[src/rtl/keypad_scanner.sv]
// keypad_scanner: scans a 4x4 active-low matrix keypad and debounces
// whole-matrix frames into a single hex key code with a valid strobe.
//
// Ports:
//   CLK       system clock, rising edge
//   RESET     synchronous active-high reset
//   row[3:0]  row sense lines, active-low (pulled up)
//   col[3:0]  column drive, active-low one-hot
//   key_code  last accepted key, row*4+col
//   key_valid one-cycle pulse on each accepted press
//   key_held  high from acceptance until the release is debounced
module keypad_scanner #(
    parameter int SCAN_DIV        = 4,
    parameter int DEBOUNCE_FRAMES = 3
) (
    input  logic       CLK,
    input  logic       RESET,
    input  logic [3:0] row,
    output logic [3:0] col,
    output logic [3:0] key_code,
    output logic       key_valid,
    output logic       key_held
);

    localparam int DW = (SCAN_DIV > 1) ? $clog2(SCAN_DIV) : 1;
    localparam int CW = $clog2(DEBOUNCE_FRAMES + 1);

    localparam logic [DW-1:0] DIV_LAST = DW'(SCAN_DIV - 1);
    localparam logic [DW-1:0] DIV_ONE  = DW'(1);
    localparam logic [CW-1:0] CNT_ONE  = CW'(1);
    localparam logic [CW-1:0] CNT_DONE = CW'(DEBOUNCE_FRAMES);

    localparam logic [1:0] S_IDLE     = 2'd0;
    localparam logic [1:0] S_DEBOUNCE = 2'd1;
    localparam logic [1:0] S_PRESSED  = 2'd2;
    localparam logic [1:0] S_RELEASE  = 2'd3;

    logic [DW-1:0] div;
    logic [1:0]    cidx;
    logic [15:0]   snap;
    logic [1:0]    state;
    logic [3:0]    cand;
    logic [CW-1:0] cnt;

    logic          step;
    logic          frame_end;
    logic [15:0]   frame;
    logic [4:0]    nbits;
    logic [3:0]    kidx;
    logic          is_none;
    logic          is_single;
    logic [CW-1:0] cnt_inc;

    // frame is the snapshot with the current column's rows merged in,
    // so the frame-end edge sees all 16 keys including column 3.
    always_comb begin
        step      = (div == DIV_LAST);
        frame_end = step && (cidx == 2'd3);
        frame     = snap;
        for (int r = 0; r < 4; r++) begin
            frame[{2'(r), cidx}] = ~row[r];
        end
        nbits = '0;
        kidx  = '0;
        for (int i = 0; i < 16; i++) begin
            if (frame[i]) begin
                nbits = nbits + 5'd1;
                kidx  = 4'(i);
            end
        end
        is_none   = (nbits == 5'd0);
        is_single = (nbits == 5'd1);
        cnt_inc   = cnt + CNT_ONE;
    end

    always_ff @(posedge CLK) begin
        if (RESET) begin
            div       <= '0;
            cidx      <= '0;
            col       <= 4'b1110;
            snap      <= '0;
            state     <= S_IDLE;
            cand      <= '0;
            cnt       <= '0;
            key_code  <= '0;
            key_valid <= 1'b0;
            key_held  <= 1'b0;
        end else begin
            key_valid <= 1'b0;

            if (step) begin
                div  <= '0;
                cidx <= cidx + 2'd1;
                col  <= ~(4'b0001 << (cidx + 2'd1));
                snap <= frame;
            end else begin
                div <= div + DIV_ONE;
            end

            if (frame_end) begin
                unique case (state)
                    S_IDLE: begin
                        if (is_single) begin
                            cand <= kidx;
                            cnt  <= CNT_ONE;
                            if (DEBOUNCE_FRAMES == 1) begin
                                key_code  <= kidx;
                                key_valid <= 1'b1;
                                key_held  <= 1'b1;
                                state     <= S_PRESSED;
                            end else begin
                                state <= S_DEBOUNCE;
                            end
                        end
                    end
                    S_DEBOUNCE: begin
                        if (is_single && kidx == cand) begin
                            cnt <= cnt_inc;
                            if (cnt_inc == CNT_DONE) begin
                                key_code  <= cand;
                                key_valid <= 1'b1;
                                key_held  <= 1'b1;
                                state     <= S_PRESSED;
                            end
                        end else begin
                            state <= S_IDLE;
                        end
                    end
                    S_PRESSED: begin
                        // single-frame debounce releases on the first
                        // empty frame, mirroring the press side
                        if (is_none) begin
                            cnt <= CNT_ONE;
                            if (DEBOUNCE_FRAMES == 1) begin
                                key_held <= 1'b0;
                                state    <= S_IDLE;
                            end else begin
                                state <= S_RELEASE;
                            end
                        end
                    end
                    S_RELEASE: begin
                        if (is_none) begin
                            cnt <= cnt_inc;
                            if (cnt_inc == CNT_DONE) begin
                                key_held <= 1'b0;
                                state    <= S_IDLE;
                            end
                        end else begin
                            state <= S_PRESSED;
                        end
                    end
                    default: state <= S_IDLE;
                endcase
            end
        end
    end

endmodule
[config.mk]
export PLATFORM = sky130hd
export DESIGN_NAME = keypad_scanner
export DESIGN_NICKNAME = d
export VERILOG_FILES = /design/src/rtl/keypad_scanner.sv
export SDC_FILE = /design/constraint.sdc
export NUM_CORES = 1
export LEC_CHECK = 0
export BUFFER_PORTS_ARGS = -buffer_cell sky130_fd_sc_hd__buf_2
export CAP_MARGIN = 25
export CORE_MARGIN = 4
export CORE_UTILIZATION = 31
export DETAILED_ROUTE_END_ITERATION = 10
export GPL_TIMING_DRIVEN = 0
export REMOVE_ABC_BUFFERS = 1
export SYNTH_ARGS = -nofsm -noshare
export SYNTH_HDL_FRONTEND = slang
export SYNTH_SLANG_ARGS = --single-unit
[constraint.sdc]
create_clock -name CLK -period 15.05 [get_ports CLK]
set_input_delay 3.01 -clock CLK [delete_from_list [all_inputs] [get_ports CLK]]
set_output_delay 3.01 -clock CLK [all_outputs]
set_load 0.005 [all_outputs]
==> out/results.ini, run 1 <==
[logic_synthesis]
syn_inst = 489
synth-compound-area-share_pct = 21.8
ys_ff_latch = 38
syn_area_mm2 = 0.00392
yosys_warnings = 0
synth_fa_ha_area_share_pct = 6.71
synthMuxAreaShare_pct = 7.41
yosys.area_share.simple_pct = 25.0
synth.distinct_cells = 79
synth-edff-count = 0
async_flop_share_pct = 0
synth_top_area_share_pct = 19.4
ys_top_cells_by_area = dfxtp_1, ha_1, xnor2_1
synth_xor_area_share_pct = 15.1
avgSynthCellArea_um2 = 8.01
synth_flop_cell = dfxtp_1
synth.largest_area_cell = dfxtp_1
synth_top_family_by_area = simple AND/OR/NAND/NOR gates
synth-seq-area-share_pct = 19.4

[clocking]
holdBufCountCts = 0
cts_tree = done
h-tree-depth = 2
clk_pin_slew_ps = 60
cts_sinks = 38
cts_buffers = 5
clkLatencyLatePin_ps = 280
cts_buffer_depth = 2
cts_root_buf = clkbuf_16
cts_resized = 0
post_cts.repair.setup_buffers = 0

[floorplan]
rows = 40
io_pins = 16
die_x_um = 120
start_util_pct = 32.1
die_area_mm2 = 0.0145
dieHeight_um = 120
core_mm2 = 0.0122

[sta]
slew_violations = 0
layout_min_cycle_time_ps = 13410
min_period_over_period_pct = 89.1
setup_viol = 0
timing.fmax_mhz = 74.6
max_slew_margin_pct = 37.5
hold_viol_final = 0
tightest_slew_ps = 937
tns_ps = 0
grt_setup_unrepaired = no
clock_skew_ps = 4.83
setup_slack_ps = 1640
whs_ps = 426

[power_and_ir_drop]
swShare_pct = 37.2
power_density_mw_per_mm2 = 94.4
power_frac_comb_pct = 45.4
power_switching_mw = 0.150
p_leak_nw = 1.60
power.share.clock_pct = 29.0
pwr-share-seq_pct = 25.6
p_int_mw = 0.254
ir_drop_mv = 0.0916

[placement]
place_ws_ps = 1350
portBuffers = 15
dp_hpwl_um = 6670
gp_congestion = 0.845
placed_cell_area_mm2 = 0.00412

[setup_path]
worstSetupPathType = in -> reg
crit_start = row[0]
crit_required_ps = 15180
max_stage_delay_ps = 620
crit_path_end = state[1]
reg2reg_depth = 54
path_common_cell = ha_1
reg2reg_from = cidx[0]
cp.arrival_ps = 13540
crit_path_end_kind = flop
start_kind = input pin
crit_slowest_cell = nor4b_4
r2r_setup_slack_ps = 3490
cp_max_fo = 13
r2r_end = state[1]

[detailed_routing]
ant_nets = 0
drt_iter0_drc = 165
drt-wirelength-per-cell_um = 13.2
drt-vias-per-instance = 5.11
vias = 3369
totalWireLength_um = 8690
drc_errors = 0
first_pass_iters = 5

[global_route]
grt_usage_pct = 12.3
grt_max_degree = 44
grt_antenna_before_repair = 0
grt-ovfl-total = 0
grt_first_pass_wirelength_um = 15000
first_global_vias = 3192

[finish]
antenna_cells = 0
n_fill_cell = 1283
multi_input_area_mm2 = 0.00298
post-route-util_pct = 35.1
area_delta_synth_final_pct = 9.42
design_area_mm2 = 0.00429
seq_area_um2 = 761
layout.nets = 517
layout-drive-gt1-share_pct = 12.2

[run_status]
outcome = finished clean

[worst_hold_path]
min_path_type = reg -> reg

[flow_run]
drv_cap = 0

-- logic make-up (layout without fill, tap and decap cells) --
group | Yosys count | after routing
AO/OA/AOI/OAI | 121 | 121
XOR/XNOR | 54 | 54
adder cells (fa/ha/maj) | 21 | 21
buffers and inverters | 41 | 43
flip-flops | 38 | 38
multiplexers | 27 | 27
AND/OR/NAND/NOR | 187 | 187
-- synthesized netlist by cell type, types with 4 or more instances --
| master | number |
|---|---|
| nor2_1 | 54 |
| nand2_1 | 40 |
| a21oi_1 | 38 |
| dfxtp_1 | 38 |
| xnor2_1 | 29 |
| ha_1 | 21 |
| mux2i_1 | 20 |
| nand3_1 | 20 |
| inv_1 | 17 |
| o21ai_0 | 16 |
| xor2_1 | 13 |
| clkbuf_1 | 11 |
| nand2b_1 | 11 |
| a21o_1 | 9 |
| nor3_1 | 9 |
| and2_1 | 8 |
| a211oi_1 | 7 |
| buf_2 | 7 |
| nand4_1 | 7 |
| nor2b_1 | 7 |
| o211ai_1 | 5 |
| xor2_2 | 5 |
| a31oi_1 | 4 |
| and3_1 | 4 |
-- power groups by stage --
stage | sequential, mW | combinational (mW) | clock, mW
after floorplan | 0.106 | 0.147 | 0
after global placement | 0.106 | 0.176 | 0
after detailed placement | 0.106 | 0.183 | 0
final | 0.104 | 0.184 | 0.117
after global routing | 0.104 | 0.207 | 0.125
after CTS | 0.104 | 0.184 | 0.121
-- cell type report --
class                   instances  area share (%)
inverters                      18            1.58
clock buffers                   5            2.92
well taps                     168            4.90
repair buffers                 17            2.48
multi-input cells             410            69.4
flip-flops and latches         38            17.7
clock inverters                 3           0.934
-- flip-flops by register name, indices dropped and copies added (netlist names) --
register / count
snap: 16
cand: 4
col: 4
key_code: 4
cidx: 2
cnt: 2
div: 2
state: 2
key_held: 1
key_valid: 1
-- worst max-delay path, delay by kind of cell --
kind / cells / cell delay, ps
fa+ha+maj: 14 / 4100
simple gates: 17 / 2660
buf+inv: 4 / 340
compound gates: 14 / 2440
mux: 3 / 810
xor+xnor: 1 / 170
-- how the worst min path moves through the flow --
stage / start / endpoint / slack (ps) / depth (start not counted)
floorplan: div[0] / div[0] / 400 / 1
global placement: div[0] / div[0] / 410 / 1
detailed placement: div[0] / div[0] / 420 / 1
CTS: div[0] / div[0] / 430 / 1
global route: div[0] / div[0] / 460 / 1
finish: div[0] / div[0] / 430 / 1
-- routing by layer --
layer,routed length (um),track usage (%)
met1,4230,16.6
met2,4110,20.5
met3,238,1.82
met4,108,3.54
met5,0,0
-- metrics by stage --
step | power (mW) | cells
floorplan | 0.253 | 466
global placement | 0.282 | 649
detailed placement | 0.289 | 651
CTS | 0.408 | 659
global route | 0.436 | 659
finish | 0.404 | 659
-- placed cells by master (no fill, tap or decap), types with 5 or more instances in the layout --
master and n:
a211oi_1 7, a21o_1 9, a21oi_1 38, and2_1 8, buf_2 15, clkbuf_16 5
dfxtp_1 38, ha_1 21, inv_1 17, mux2i_1 20, nand2_1 40, nand2b_1 11
nand3_1 20, nand4_1 7, nor2_1 54, nor2b_1 7, nor3_1 9, o211ai_1 5
o21ai_0 16, xnor2_1 29, xor2_1 13, xor2_2 5
No activity file was read; power rests on OpenSTA's default activity.
==> run 2, diff against run 1 <==
--- a/config.mk
+++ b/config.mk
@@ -11,7 +11,9 @@
 export CORE_UTILIZATION = 31
 export DETAILED_ROUTE_END_ITERATION = 10
 export GPL_TIMING_DRIVEN = 0
+export PLACE_DENSITY = 0.53
 export REMOVE_ABC_BUFFERS = 1
+export SLEW_MARGIN = 20
 export SYNTH_ARGS = -nofsm -noshare
 export SYNTH_HDL_FRONTEND = slang
 export SYNTH_SLANG_ARGS = --single-unit
==> run 2 against run 1 <==
First-iteration DRC count did not move. Via count fell by 0.80%. Critical path depth did not move. Die area did not move. Total power rose by 5.4%. Maximum frequency fell by 0.27%. Worst hold slack improved by 6.8 ps. Largest power group unchanged.
==> out/results.ini, run 2 (synthesis gave the netlist of run 1 again) <==
[power_and_ir_drop]
power_density_mw_per_mm2 = 99.3
p_leak_nw = 1.60
ir_drop_mv = 0.0785

[sta]
layout_min_cycle_time_ps = 13440
tightest_slew_ps = 887
tns_ps = 0
clock_skew_ps = 2.41
setup_slack_ps = 1610
max_slew_margin_pct = 40.7
min_period_over_period_pct = 89.3
hold_viol_final = 0
slew_violations = 0
setup_viol = 0
timing.fmax_mhz = 74.4
grt_setup_unrepaired = no

[clocking]
holdBufCountCts = 0
post_cts.repair.setup_buffers = 0
cts_sinks = 38
clk_pin_slew_ps = 60
cts_buffer_depth = 2
cts_root_buf = clkbuf_16
clkLatencyLatePin_ps = 280
cts_resized = 0
cts_buffers = 5
cts_tree = done
h-tree-depth = 2

[worst_hold_path]
min_to = div[0]
whs_path_depth = 1
min_path_type = reg -> reg
hp-start = div[0]

[finish]
multi_input_area_mm2 = 0.00298
layout_commonest_cell = nor2_1
layout.nets = 515
area_delta_synth_final_pct = 9.58
largest_reg_flops = 16
antenna_cells = 0
seq_area_um2 = 761
post-route-util_pct = 35.2
layout-drive-gt1-share_pct = 12.3
n_fill_cell = 1325
largest-register = snap
mostFrequentLayoutCells = nor2_1, nand2_1, a21oi_1, dfxtp_1, xnor2_1

[setup_path]
crit_required_ps = 15180
cp_max_fo = 13
worstSetupPathType = in -> reg
crit_start = row[0]
r2r_end = state[1]
start_kind = input pin
crit_path_end_kind = flop
cp.arrival_ps = 13570
crit_slowest_cell = nor4b_4
path_common_cell = ha_1
r2r_setup_slack_ps = 3510
reg2reg_from = cidx[1]
max_stage_delay_ps = 640
reg2reg_depth = 55

[detailed_routing]
drt_iter0_drc = 165
first_pass_iters = 6
ant_nets = 0
drc_errors = 0
vias = 3342
drt-vias-per-instance = 5.09
totalWireLength_um = 8770
drt-wirelength-per-cell_um = 13.3

[placement]
place_ws_ps = 1300
portBuffers = 15
gp_congestion = 0.798
dp_hpwl_um = 6760

[run_status]
outcome = finished clean

[floorplan]
core_mm2 = 0.0122
rows = 40
io_pins = 16
start_util_pct = 32.1
die_x_um = 120
die_area_mm2 = 0.0145
dieHeight_um = 120

[global_route]
grt_antenna_before_repair = 0
first_global_vias = 3151
grt_max_degree = 44
grt_usage_pct = 12.5
grt_first_pass_wirelength_um = 15200
grt-ovfl-total = 0

[flow_run]
drv_cap = 0

-- run 2: cell type report --
class,instances,area share (%)
Tap cell,168,4.90
Multi-Input combinational cell,410,69.4
Clock inverter,2,1.40
Clock buffer,6,3.24
Inverter,18,1.57
Timing Repair Buffer,15,1.75
Sequential cell,38,17.7
-- run 2: stage by stage --
| step | total power [mW] | instances | area [um2] | hold WS, ps |
|---|---|---|---|---|
| finish | 0.426 | 657 | 4290 | 433 |
| detailed placement | 0.288 | 649 | 4090 | 433 |
| global placement | 0.283 | 649 | 4090 | 413 |
| floorplan | 0.253 | 466 | 3800 | 400 |
| global route | 0.460 | 657 | 4290 | 466 |
| CTS | 0.430 | 657 | 4290 | 442 |
-- run 2: worst max-delay path by stage --
| stage | to | depth (start not counted) |
|---|---|---|
| after floorplan | state[1] | 52 |
| after global placement | state[1] | 53 |
| after detailed placement | state[1] | 53 |
| after CTS | state[1] | 53 |
| after global routing | state[1] | 53 |
| final | state[1] | 53 |
-- run 2: power breakdown --
part | switching (mW) | internal (mW) | leakage, nW | total [mW]
logic | 0.109 | 0.0731 | 1.20 | 0.182
registers | 0.00115 | 0.103 | 0.307 | 0.104
clock network | 0.0406 | 0.0995 | 0.0971 | 0.140
total | 0.151 | 0.275 | 1.60 | 0.426
-- run 2: critical path: cells and delay by family --
| family | cells | cell delay, ps |
|---|---|---|
| buffers and inverters | 4 | 360 |
| adder cells (fa/ha/maj) | 14 | 4090 |
| AO/OA/AOI/OAI | 14 | 2460 |
| AND/OR/NAND/NOR | 17 | 2670 |
| multiplexers | 3 | 790 |
| XOR/XNOR | 1 | 210 |
-- run 2: per-layer routing --
layer / track usage, % / vias up / wire length [um]
met4: 3.19 / 0 / 116
li1: - / 1753 / -
met5: 0 / - / 0
met3: 1.73 / 8 / 190
met1: 17.2 / 1549 / 4400
met2: 20.7 / 32 / 4070
==> run 3, diff against run 2 <==
--- a/config.mk
+++ b/config.mk
@@ -10,7 +10,7 @@
 export CORE_MARGIN = 4
 export CORE_UTILIZATION = 31
 export DETAILED_ROUTE_END_ITERATION = 10
-export GPL_TIMING_DRIVEN = 0
+export GPL_TIMING_DRIVEN = 1
 export PLACE_DENSITY = 0.53
 export REMOVE_ABC_BUFFERS = 1
 export SLEW_MARGIN = 20
==> run 3 against run 2 <==
Via count up 0.36%. Clock-buffer cell count down 1. First-iteration DRC count increased by 28%. Critical path type unchanged.
==> out/results.ini, run 3 (synthesis gave the netlist of run 1 again) <==
[setup_path]
path_common_cell = ha_1
crit_slowest_cell = nor4b_4
worstSetupPathType = in -> reg
crit_start = row[0]
crit_path_end_kind = flop
cp.arrival_ps = 13650
cp_max_fo = 13
start_kind = input pin
max_stage_delay_ps = 680
reg2reg_from = cidx[0]
crit_required_ps = 15240

[finish]
layout.nets = 517
mostFrequentLayoutCells = nor2_1, nand2_1, a21oi_1, dfxtp_1, xnor2_1
largest-register = snap
n_fill_cell = 1316
layout_commonest_cell = nor2_1
layout-drive-gt1-share_pct = 12.4
antenna_cells = 0
largest_reg_flops = 16
area_delta_synth_final_pct = 9.74

[sta]
hold_viol_final = 0
setup_viol = 0
timing.fmax_mhz = 74.3
slew_violations = 0
grt_setup_unrepaired = no
max_slew_margin_pct = 42.0
clock_skew_ps = 6.55
min_period_over_period_pct = 89.4
layout_min_cycle_time_ps = 13460
tightest_slew_ps = 869
tns_ps = 0

[clocking]
clkLatencyLatePin_ps = 290
cts_root_buf = clkbuf_16
cts_resized = 0
cts_tree = done
h-tree-depth = 2
cts_sinks = 38
cts_buffer_depth = 2
holdBufCountCts = 0
clk_pin_slew_ps = 60
cts_buffers = 5
post_cts.repair.setup_buffers = 0

[global_route]
grt_max_degree = 44
grt_first_pass_wirelength_um = 15400
grt-ovfl-total = 0
grt_usage_pct = 12.8
first_global_vias = 3093
grt_antenna_before_repair = 0

[floorplan]
rows = 40
dieHeight_um = 120
die_area_mm2 = 0.0145
io_pins = 16
die_x_um = 120
core_mm2 = 0.0122
start_util_pct = 32.1

[detailed_routing]
drt_iter0_drc = 212
vias = 3354
drt-vias-per-instance = 5.09
drt-wirelength-per-cell_um = 13.7
totalWireLength_um = 9040
first_pass_iters = 4
drc_errors = 0
ant_nets = 0

[placement]
dp_hpwl_um = 6830
portBuffers = 15
gp_congestion = 0.802

[worst_hold_path]
min_path_type = reg -> reg
hp-start = div[0]

[power_and_ir_drop]
pwr-share-seq_pct = 24.4
power_density_mw_per_mm2 = 98.9
p_int_mw = 0.271
power_mw = 0.425
power_frac_comb_pct = 42.7
swShare_pct = 36.3
ir_drop_mv = 0.132
power.share.clock_pct = 32.9
p_leak_nw = 1.61
power_switching_mw = 0.154

[run_status]
outcome = finished clean

[flow_run]
drv_cap = 0

[run 3: cell types whose count changed in the layout (fill, tap and decap cells not counted)]
cell,before,now
a2111oi_1,1,0
a2111oi_0,2,3
buf_4,0,2
ha_1,20,21
clkinv_4,0,1
ha_2,1,0
clkbuf_8,1,0
[run 3: worst paths after layout]
kind,end,slack [ps],depth (start not counted)
setup reg to reg,state[1],3460,55
hold reg to reg,div[0],440,1
hold / removal,div[0],440,1
setup / recovery,state[1],1590,53
[run 3: power groups by stage]
stage | combinational (mW) | sequential [mW] | clock [mW]
after floorplan | 0.147 | 0.106 | 0
after CTS | 0.183 | 0.104 | 0.144
after detailed placement | 0.181 | 0.106 | 0
after global routing | 0.206 | 0.104 | 0.148
after global placement | 0.179 | 0.106 | 0
final | 0.182 | 0.104 | 0.140
[run 3: per-layer routing]
layer  vias to the layer above  wire length [um]  track usage (%)
met1                      1559              4460             18.4
met2                        43              4280             19.6
met3                         6               191             1.68
li1                       1746                 -                -
met4                         0               109             4.18
met5                         -                 0                0
[run 3: through the flow]
| step | area, um2 | std cells | hold slack, ps | utilization, % | worst slack (ps) |
|---|---|---|---|---|---|
| floorplan | 3800 | 466 | 400 | - | 2680 |
| global placement | 4110 | 651 | 414 | 33.6 | 1610 |
| detailed placement | 4110 | 651 | 416 | 33.6 | 1320 |
| CTS | 4300 | 659 | 433 | 35.2 | 1600 |
| global route | 4300 | 659 | 463 | 35.2 | 608 |
| finish | 4300 | 659 | 436 | 35.2 | 1590 |
[run 3: area by class of cell]
cell class	instances	area [um2]	area share, %
clock buffers	5	125	2.91
clock inverters	3	68.8	1.60
inverters	18	67.6	1.57
multi-input cells	410	2980	69.2
flip-flops and latches	38	761	17.7
well taps	168	210	4.89
repair buffers	17	90.1	2.10
[run 3: worst max-delay path, delay by kind of cell]
family / cells / cell delay, ps
multiplexers: 3 / 810
adder cells (fa/ha/maj): 14 / 4090
buffers and inverters: 4 / 350
AND/OR/NAND/NOR: 16 / 2450
XOR/XNOR: 1 / 170
AO/OA/AOI/OAI: 15 / 2790
